==> config.mk <==
export PLATFORM = sky130hd
export DESIGN_NAME = pmp_check_arbiter
export DESIGN_NICKNAME = d
export VERILOG_FILES = /design/src/rtl/pmp_check_arbiter.sv
export SDC_FILE = /design/constraint.sdc
export NUM_CORES = 1
export LEC_CHECK = 0
export CORE_MARGIN = 3
export CORE_UTILIZATION = 50
export CTS_CLUSTER_SIZE = 25
export DETAILED_ROUTE_END_ITERATION = 16
export MAX_ROUTING_LAYER = met4
export PLACE_DENSITY_LB_ADDON = 0.1
export RECOVER_POWER = 50
export SYNTH_ARGS = -nofsm -noshare
export SYNTH_HDL_FRONTEND = slang
export SYNTH_HIERARCHICAL = 1
export SYNTH_SLANG_ARGS = --single-unit
==> constraint.sdc <==
create_clock -name clk_i -period 14.6 [get_ports clk_i]
set_clock_uncertainty 0.2 [all_clocks]
set_input_delay 2.19 -clock clk_i [delete_from_list [all_inputs] [get_ports clk_i]]
set_output_delay 2.19 -clock clk_i [all_outputs]
set_load 0.01 [all_outputs]
==> src/rtl/pmp_check_arbiter.sv <==
// Two-requester front end sharing one PMP checker: round-robin grant, a
// one-entry registered response per check, and a saturating deny counter.
`timescale 1ns/1ps

package riscv;
    typedef enum logic [1:0] {
        PRIV_LVL_U = 2'b00,
        PRIV_LVL_S = 2'b01,
        PRIV_LVL_M = 2'b11
    } priv_lvl_t;

    typedef enum logic [2:0] {
        ACCESS_NONE  = 3'b000,
        ACCESS_READ  = 3'b001,
        ACCESS_WRITE = 3'b010,
        ACCESS_EXEC  = 3'b100
    } pmp_access_t;

    typedef enum logic [1:0] {
        OFF   = 2'b00,
        TOR   = 2'b01,
        NA4   = 2'b10,
        NAPOT = 2'b11
    } pmp_addr_mode_t;

    typedef struct packed {
        logic x;
        logic w;
        logic r;
    } pmpcfg_access_t;

    typedef struct packed {
        logic           locked;
        logic [1:0]     reserved;
        pmp_addr_mode_t addr_mode;
        pmpcfg_access_t access_type;
    } pmpcfg_t;
endpackage

module pmp #(
    parameter int unsigned WIDTH      = 34,
    parameter int unsigned PMP_LEN    = 32,
    parameter int unsigned NR_ENTRIES = 4
) (
    input  logic [WIDTH-1:0]                    addr,
    input  riscv::pmp_access_t                  access,
    input  riscv::priv_lvl_t                    priv_lvl,
    input  logic [NR_ENTRIES-1:0][PMP_LEN-1:0]  conf_addr,
    input  riscv::pmpcfg_t [NR_ENTRIES-1:0]     conf,
    output logic                                allow
);
    localparam int unsigned LW = (WIDTH > PMP_LEN + 2) ? WIDTH : PMP_LEN + 2;

    logic [LW-1:0]   a, base, lo, napot_mask;
    logic            match, hit;
    riscv::pmpcfg_t  hit_cfg;
    logic [2:0]      acc;
    logic [1:0]      unused_rsvd;

    assign unused_rsvd = hit_cfg.reserved;

    always_comb begin
        a          = LW'(addr);
        acc        = access;
        lo         = '0;
        base       = '0;
        napot_mask = '0;
        match      = 1'b0;
        hit        = 1'b0;
        hit_cfg    = '0;
        allow      = 1'b0;
        // Lowest-numbered matching entry wins; TOR uses the previous entry as its bottom.
        for (int unsigned i = 0; i < NR_ENTRIES; i++) begin
            base       = LW'({conf_addr[i], 2'b00});
            napot_mask = LW'({conf_addr[i] ^ (conf_addr[i] + PMP_LEN'(1)), 2'b11});
            case (conf[i].addr_mode)
                riscv::TOR:   match = (a >= lo) && (a < base);
                riscv::NA4:   match = (a[LW-1:2] == base[LW-1:2]);
                riscv::NAPOT: match = ((a ^ base) & ~napot_mask) == '0;
                default:      match = 1'b0;
            endcase
            if (match && !hit) begin
                hit     = 1'b1;
                hit_cfg = conf[i];
            end
            lo = base;
        end
        if (hit) begin
            if (priv_lvl == riscv::PRIV_LVL_M && !hit_cfg.locked) allow = 1'b1;
            else allow = ((acc & hit_cfg.access_type) == acc);
        end else begin
            allow = (priv_lvl == riscv::PRIV_LVL_M);
        end
    end
endmodule

module pmp_check_arbiter #(
    parameter int unsigned WIDTH      = 34,
    parameter int unsigned PMP_LEN    = 32,
    parameter int unsigned NR_ENTRIES = 4
) (
    input  logic                                clk_i,
    input  logic                                rst_ni,
    input  logic [1:0]                          req_valid_i,
    output logic [1:0]                          req_ready_o,
    input  logic [1:0][WIDTH-1:0]               req_addr_i,
    input  riscv::pmp_access_t [1:0]            req_access_i,
    input  riscv::priv_lvl_t                    priv_lvl_i,
    input  logic [NR_ENTRIES-1:0][PMP_LEN-1:0]  conf_addr_i,
    input  riscv::pmpcfg_t [NR_ENTRIES-1:0]     conf_i,
    input  logic                                flush_i,
    output logic [1:0]                          rsp_valid_o,
    input  logic [1:0]                          rsp_ready_i,
    output logic                                rsp_allow_o,
    output logic [15:0]                         deny_cnt_o
);
    typedef enum logic {IDLE, RESP} state_t;

    state_t      state_q, state_d;
    logic        held_id_q, held_id_d;
    logic        held_allow_q, held_allow_d;
    logic        last_q, last_d;
    logic [15:0] cnt_q, cnt_d;
    logic        winner, check_allow, consume, can_accept, accept;

    assign winner = (&req_valid_i) ? ~last_q : req_valid_i[1];

    pmp #(
        .WIDTH      (WIDTH),
        .PMP_LEN    (PMP_LEN),
        .NR_ENTRIES (NR_ENTRIES)
    ) i_pmp (
        .addr      (req_addr_i[winner]),
        .access    (req_access_i[winner]),
        .priv_lvl  (priv_lvl_i),
        .conf_addr (conf_addr_i),
        .conf      (conf_i),
        .allow     (check_allow)
    );

    always_comb begin
        state_d      = state_q;
        held_id_d    = held_id_q;
        held_allow_d = held_allow_q;
        last_d       = last_q;
        cnt_d        = cnt_q;
        req_ready_o  = '0;
        rsp_valid_o  = '0;
        consume      = (state_q == RESP) && rsp_ready_i[held_id_q];
        can_accept   = rst_ni && !flush_i && (state_q == IDLE || consume);
        accept       = can_accept && req_valid_i[winner];
        req_ready_o[winner] = accept;
        if (state_q == RESP) rsp_valid_o[held_id_q] = 1'b1;
        // A flushed response is dropped even if its consumer is ready in the same cycle.
        if (consume && !flush_i && !held_allow_q && cnt_q != '1) cnt_d = cnt_q + 16'd1;
        if (flush_i) begin
            state_d = IDLE;
        end else if (accept) begin
            state_d      = RESP;
            held_id_d    = winner;
            held_allow_d = check_allow;
            last_d       = winner;
        end else if (consume) begin
            state_d = IDLE;
        end
    end

    always_ff @(posedge clk_i) begin
        if (!rst_ni) begin
            state_q      <= IDLE;
            held_id_q    <= 1'b0;
            held_allow_q <= 1'b0;
            last_q       <= 1'b1;
            cnt_q        <= '0;
        end else begin
            state_q      <= state_d;
            held_id_q    <= held_id_d;
            held_allow_q <= held_allow_d;
            last_q       <= last_d;
            cnt_q        <= cnt_d;
        end
    end

    assign rsp_allow_o = held_allow_q;
    assign deny_cnt_o  = cnt_q;
endmodule

==> flow_summary.toml <==
[critical_path]
worstSetupEndpointType = "flop"
slowest_delay_ns = 0.60
crit_type = "in2reg"
cp.required_ns = 14.58
crit_fanout = 21
cpMostUsedCell = "or4_1"
startpoint_type = "primary input"
cp_slowest_cell = "a21boi_4"
arrival_ns = 7.94
r2r_slack_ns = 8.81
path_cells = "clkdlybuf4s50_1, a21boi_4, buf_4, mux2_2, ha_1, a21o_1, o221ai_1, or4_1, or4_1, or4_1, nor4_2, nand4_1, a311oi_2, nand3_1, o2111a_1, o41ai_2, nand3b_1, a21oi_1"

[clocking]
ctsResizeCount = 0
htreeDepth = 1
cts.clk_slew.worst_paths_ns = 0.06
cts_root_buffer = "clkbuf_16"
cts_tree = "done"
hold_buffers = 0
clock_latency_ns = 0.26
cts.sinks = 20
cts_buffer_depth = 2
cts_made_buffers = 3
postCtsSetupBuffers = 0

[power]
finalPower_mw = 0.415
powerDensity_nw_per_um2 = 42.8
swShare_pct = 41.4
power.share.clock_pct = 15.1
max-vdd-ir-drop_mv = 0.0352
p_sw_mw = 0.172
p_int_mw = 0.243
p_leak_nw = 4.23
power_frac_comb_pct = 71.4
seq_power_share_pct = 13.5

[die]
io_pins = 264
dieArea_um2 = 15100
fp.dieH_um = 123
fp.dieW_um = 123
coreArea_um2 = 13300
fp-row-count = 42
start_util_pct = 51.5

[grt]
grt_pass1_wl_um = 41200
grt_use_met2_pct = 59.3
busiest_layer = "met2"
grt_overflow = 0
use_met1_pct = 42.2
track_usage_pct = 35.0
grt_pass1_vias = 8281
grt_max_degree = 22
antenna_found_initial = 1
grt_use_met3_pct = 6.50

[timing]
hold_viol = 0
drv_slew = 0
worstMarginPinSlew_ns = 1.11
fmax_mhz = 126
period_share_pct = 54.5
setup_slack_ns = 6.64
setup_viol = 0
finalCriticalPeriod_ns = 7.96
hold_slack_ns = 0.319
rsz0062_at_grt = "false"
setup-tns-final_ns = 0
slew_headroom_pct = 25.0

[detailed_routing]
drtAntennaViolNets = 0
drc = 0
wl_per_cell_um = 19.6
first_pass_iters = 6
drt-initial-drc-count = 1023
routed_wl_um = 27000
avgViaCountPerCell = 6.45
vias = 8903

[yosys]
ys_seq_elements = 20
yosysSeqAreaShare_pct = 5.85
synth_edf_count = 0
yosysWarnings = 6
syn-mean-instance-area_um2 = 7.20
synth_cells = 951
synthArstFlopShare_pct = 0
synth_cell_types = 83
syn-num-nets = 1327
syn_area_um2 = 6840
synth_ff_type = "dfxtp_1"

[finish]
fin_cells = 1381
final_nets = 1581
drive_gt1_share_pct = 5.98
utilization_pct = 72.8
fin_area_um2 = 9690
syn_to_final_growth_pct = 41.5
final_common_cell = "clkdlybuf4s50_1"
fillers = 1093
most-common-layout-cells = "clkdlybuf4s50_1, inv_1, ha_1"

[place]
dp.cells = 1376
place_area_um2 = 9610
gp_congestion = 1.07
port_buffers = 255
dp_hpwl_um = 23400
pre_cts_slack_ns = 6.43

[worst_hold_path]
hold_class = "reg2reg"

[run_status]
status = "completed"

[flow_run]
maxCapViolations = 0
==> state kept, by name, indices dropped and copies added, names as in the netlist <==
| register | count |
|---|---|
| held_id_q | 1 |
| rsp_allow_o | 1 |
| deny_cnt_o | 16 |
| state_q | 1 |
| last_q | 1 |
==> cells by family (layout without fill, tap and decap cells) <==
| kind of cell | Yosys count | count (layout) | share of synthesized area [%] |
|---|---|---|---|
| AND/OR/NAND/NOR | 334 | 334 | 28.3 |
| multiplexers | 42 | 42 | 6.91 |
| other | 0 | 1 | 0 |
| XOR/XNOR | 3 | 3 | 0.384 |
| adder cells (fa/ha/maj) | 133 | 133 | 24.3 |
| buffers and inverters | 152 | 405 | 8.50 |
| flip-flops | 20 | 20 | 5.85 |
| AO/OA/AOI/OAI | 267 | 267 | 25.7 |
==> worst paths after layout <==
path,to,from,depth (start not counted)
min reg2reg,rsp_allow_o,rsp_allow_o,2
max,rsp_allow_o,req_valid_i[1],18
max reg2reg,rsp_allow_o,last_q,17
min,rsp_allow_o,rsp_allow_o,2
==> power by group through the flow <==
stage               combinational [mW]  clock, mW  sequential [mW]
floorplan                        0.161          0           0.0572
global placement                 0.285          0           0.0573
detailed placement               0.290          0           0.0573
CTS                              0.292     0.0624           0.0562
global route                     0.324     0.0655           0.0562
finish                           0.296     0.0628           0.0561
==> critical path, delay by kind of cell <==
kind | cells | cell delay, ns
AOI/OAI and AO/OA | 7 | 2.01
muxes | 1 | 0.46
adders and majority gates | 1 | 0.34
and+or+nand+nor | 7 | 2.00
buffers and inverters | 2 | 0.94
==> layer usage <==
metal  part of all wire, %  vias to the layer above
met1                    39                     4032
met2                    46                      586
met4                   3.4                        0
li1                      -                     4207
met5                     0                        -
met3                    11                       78
==> cells in the mapped netlist (5+ instances only) <==
master	number	area [um2]
a31oi_1	34	213
nand2b_1	7	43.8
or4_1	13	97.6
nor3_1	21	105
nor2b_1	8	50.1
and2_1	9	56.3
clkbuf_1	6	22.5
a21o_1	11	82.6
nand4_1	47	294
nand2_1	52	195
ha_1	133	1660
a21oi_1	93	465
mux2_2	38	428
nor2_1	37	139
and3_1	19	119
o22ai_1	7	43.8
and4_1	14	123
nand3_1	37	185
a211oi_1	9	67.6
a41oi_1	14	123
inv_1	141	529
dfxtp_1	20	400
o21ai_0	25	125
nor4_1	28	175
o221ai_1	5	43.8
o21a_1	5	37.5
o41ai_1	5	43.8
or3_1	6	37.5
o31ai_1	11	82.6
o211ai_1	8	60.1
==> area by class of cell <==
type                       count  area, um2  share of cell area, %
tap                          176        220                   2.27
antenna                        1       2.50                 0.0258
multi-input combinational    779       5860                   60.5
clock buffer                   4       88.8                  0.917
sequential                    20        400                   4.13
inverter                     142        533                   5.50
timing repair buffer         259       2580                   26.7
Power figures use the tool's default switching activity.
==> RTL change (same flow settings) <==
`PMP_LEN` is set to 32 in 2 places; all go to 16.
--- a/src/rtl/pmp_check_arbiter.sv
+++ b/src/rtl/pmp_check_arbiter.sv
@@ -41,3 +41,3 @@
     parameter int unsigned WIDTH      = 34,
-    parameter int unsigned PMP_LEN    = 32,
+    parameter int unsigned PMP_LEN    = 16,
     parameter int unsigned NR_ENTRIES = 4
@@ -98,3 +98,3 @@
     parameter int unsigned WIDTH      = 34,
-    parameter int unsigned PMP_LEN    = 32,
+    parameter int unsigned PMP_LEN    = 16,
     parameter int unsigned NR_ENTRIES = 4
Interface: changed (resized conf_addr_i); port bits go from 264 to 200. No check against the original RTL was run, so the function may have changed too.
==> RTL change against the original RTL <==
Design area fell by 32%. Largest cell class unchanged. Power is 31% lower. Global-route usage down 2.9 points. Cell count shrank 36%. Wire length is 38% lower. Worst setup slack better by 0.88 ns. Sequential cell count unchanged. Area after synthesis down 33%. Critical endpoint unchanged. Critical path type unchanged.
==> RTL change: results (changes against the original RTL) <==
[yosys]
synth_cell_types=73  ; -12%
synth_area_leaders=ha_1 19%, mux2_2 9.4%, dfxtp_1 8.8%
synthAdderAreaFrac_pct=18.9  ; -5.4 points
synth_compound_area_share_pct=26.8  ; +1.1 points
yosys-top-cells-count=77 x inv_1, 69 x ha_1, 58 x a21oi_1
syn_inst=596  ; -37%
synth_mux_area_share_pct=10.1  ; +3.2 points

[sta]
whs_ns=0.295  ; -0.0236 ns
relSlewSlack_pct=43.5  ; +18 points

[detailed_routing]
via_per_inst=6.55  ; +1.6%
wirelength_mm=16.8  ; -38%
detail_route.first_pass.iterations=5  ; -1

[clock_tree]
cts_root_buffer=clkbuf_8
path_clk_slew_ns=0.08  ; +0.02 ns

[cells_and_area]
nets=1029  ; -35%
diodes=0  ; -1
instances_no_fill=888  ; -36%

[power]
pg_comb_w=0.000173  ; -42%
power_frac_seq_pct=19.5  ; +6.0 points
peakVddDrop_mv=0.0289  ; -18%
p_leak_nw=2.79  ; -34%

[place]
io_buffers=191  ; -25%
post-place-ws_ns=7.29  ; +0.864 ns
dp_hpwl_mm=13.9  ; -40%
dpl_cell_area_mm2=0.00656  ; -32%

[setup_path]
max_stage_delay_ns=0.56  ; -0.04 ns
rrSetupSlack_ns=9.65  ; +0.84 ns
cp.arrival_ns=7.01  ; -0.93 ns
crit_fanout=26  ; +24%

[outcome]
status=finished clean

[global_route]
antenna_found_initial=0  ; -1
grt_max_degree=27  ; +23%
grt_util_all_layers_pct=32.1  ; -2.9 points

RTL change: cell types whose count changed after synthesis, sizes merged, moves of 6 or more:
cell   delta
ha       -64
inv      -64
a21oi    -35
nand2    -25
nor2     -25
nand3    -20
nand4    -20
a31oi    -19
nor4     -16
nor3     -15
and3      -8
o21a      -6
o21ai     -6
o22ai     -6
RTL change: cell type report:
type / instances / area (µm²)
Inverter: 77 / 289
Clock buffer: 3 / 41.3
Timing Repair Buffer: 192 / 1920
Fill cell: 675 / 2190
Clock inverter: 1 / 30.0
Multi-Input combinational cell: 487 / 3800
Sequential cell: 20 / 400
Tap cell: 108 / 135
RTL change: metal layers:
layer  vias to the layer above  part of all wire, %  global-route usage [%]
met1                      2679                   38                    35.8
met3                        66                  8.2                    3.10
li1                       2736                    -                       -
met4                         0                  4.0                    12.1
met5                         -                    0                       -
met2                       336                   50                    58.6
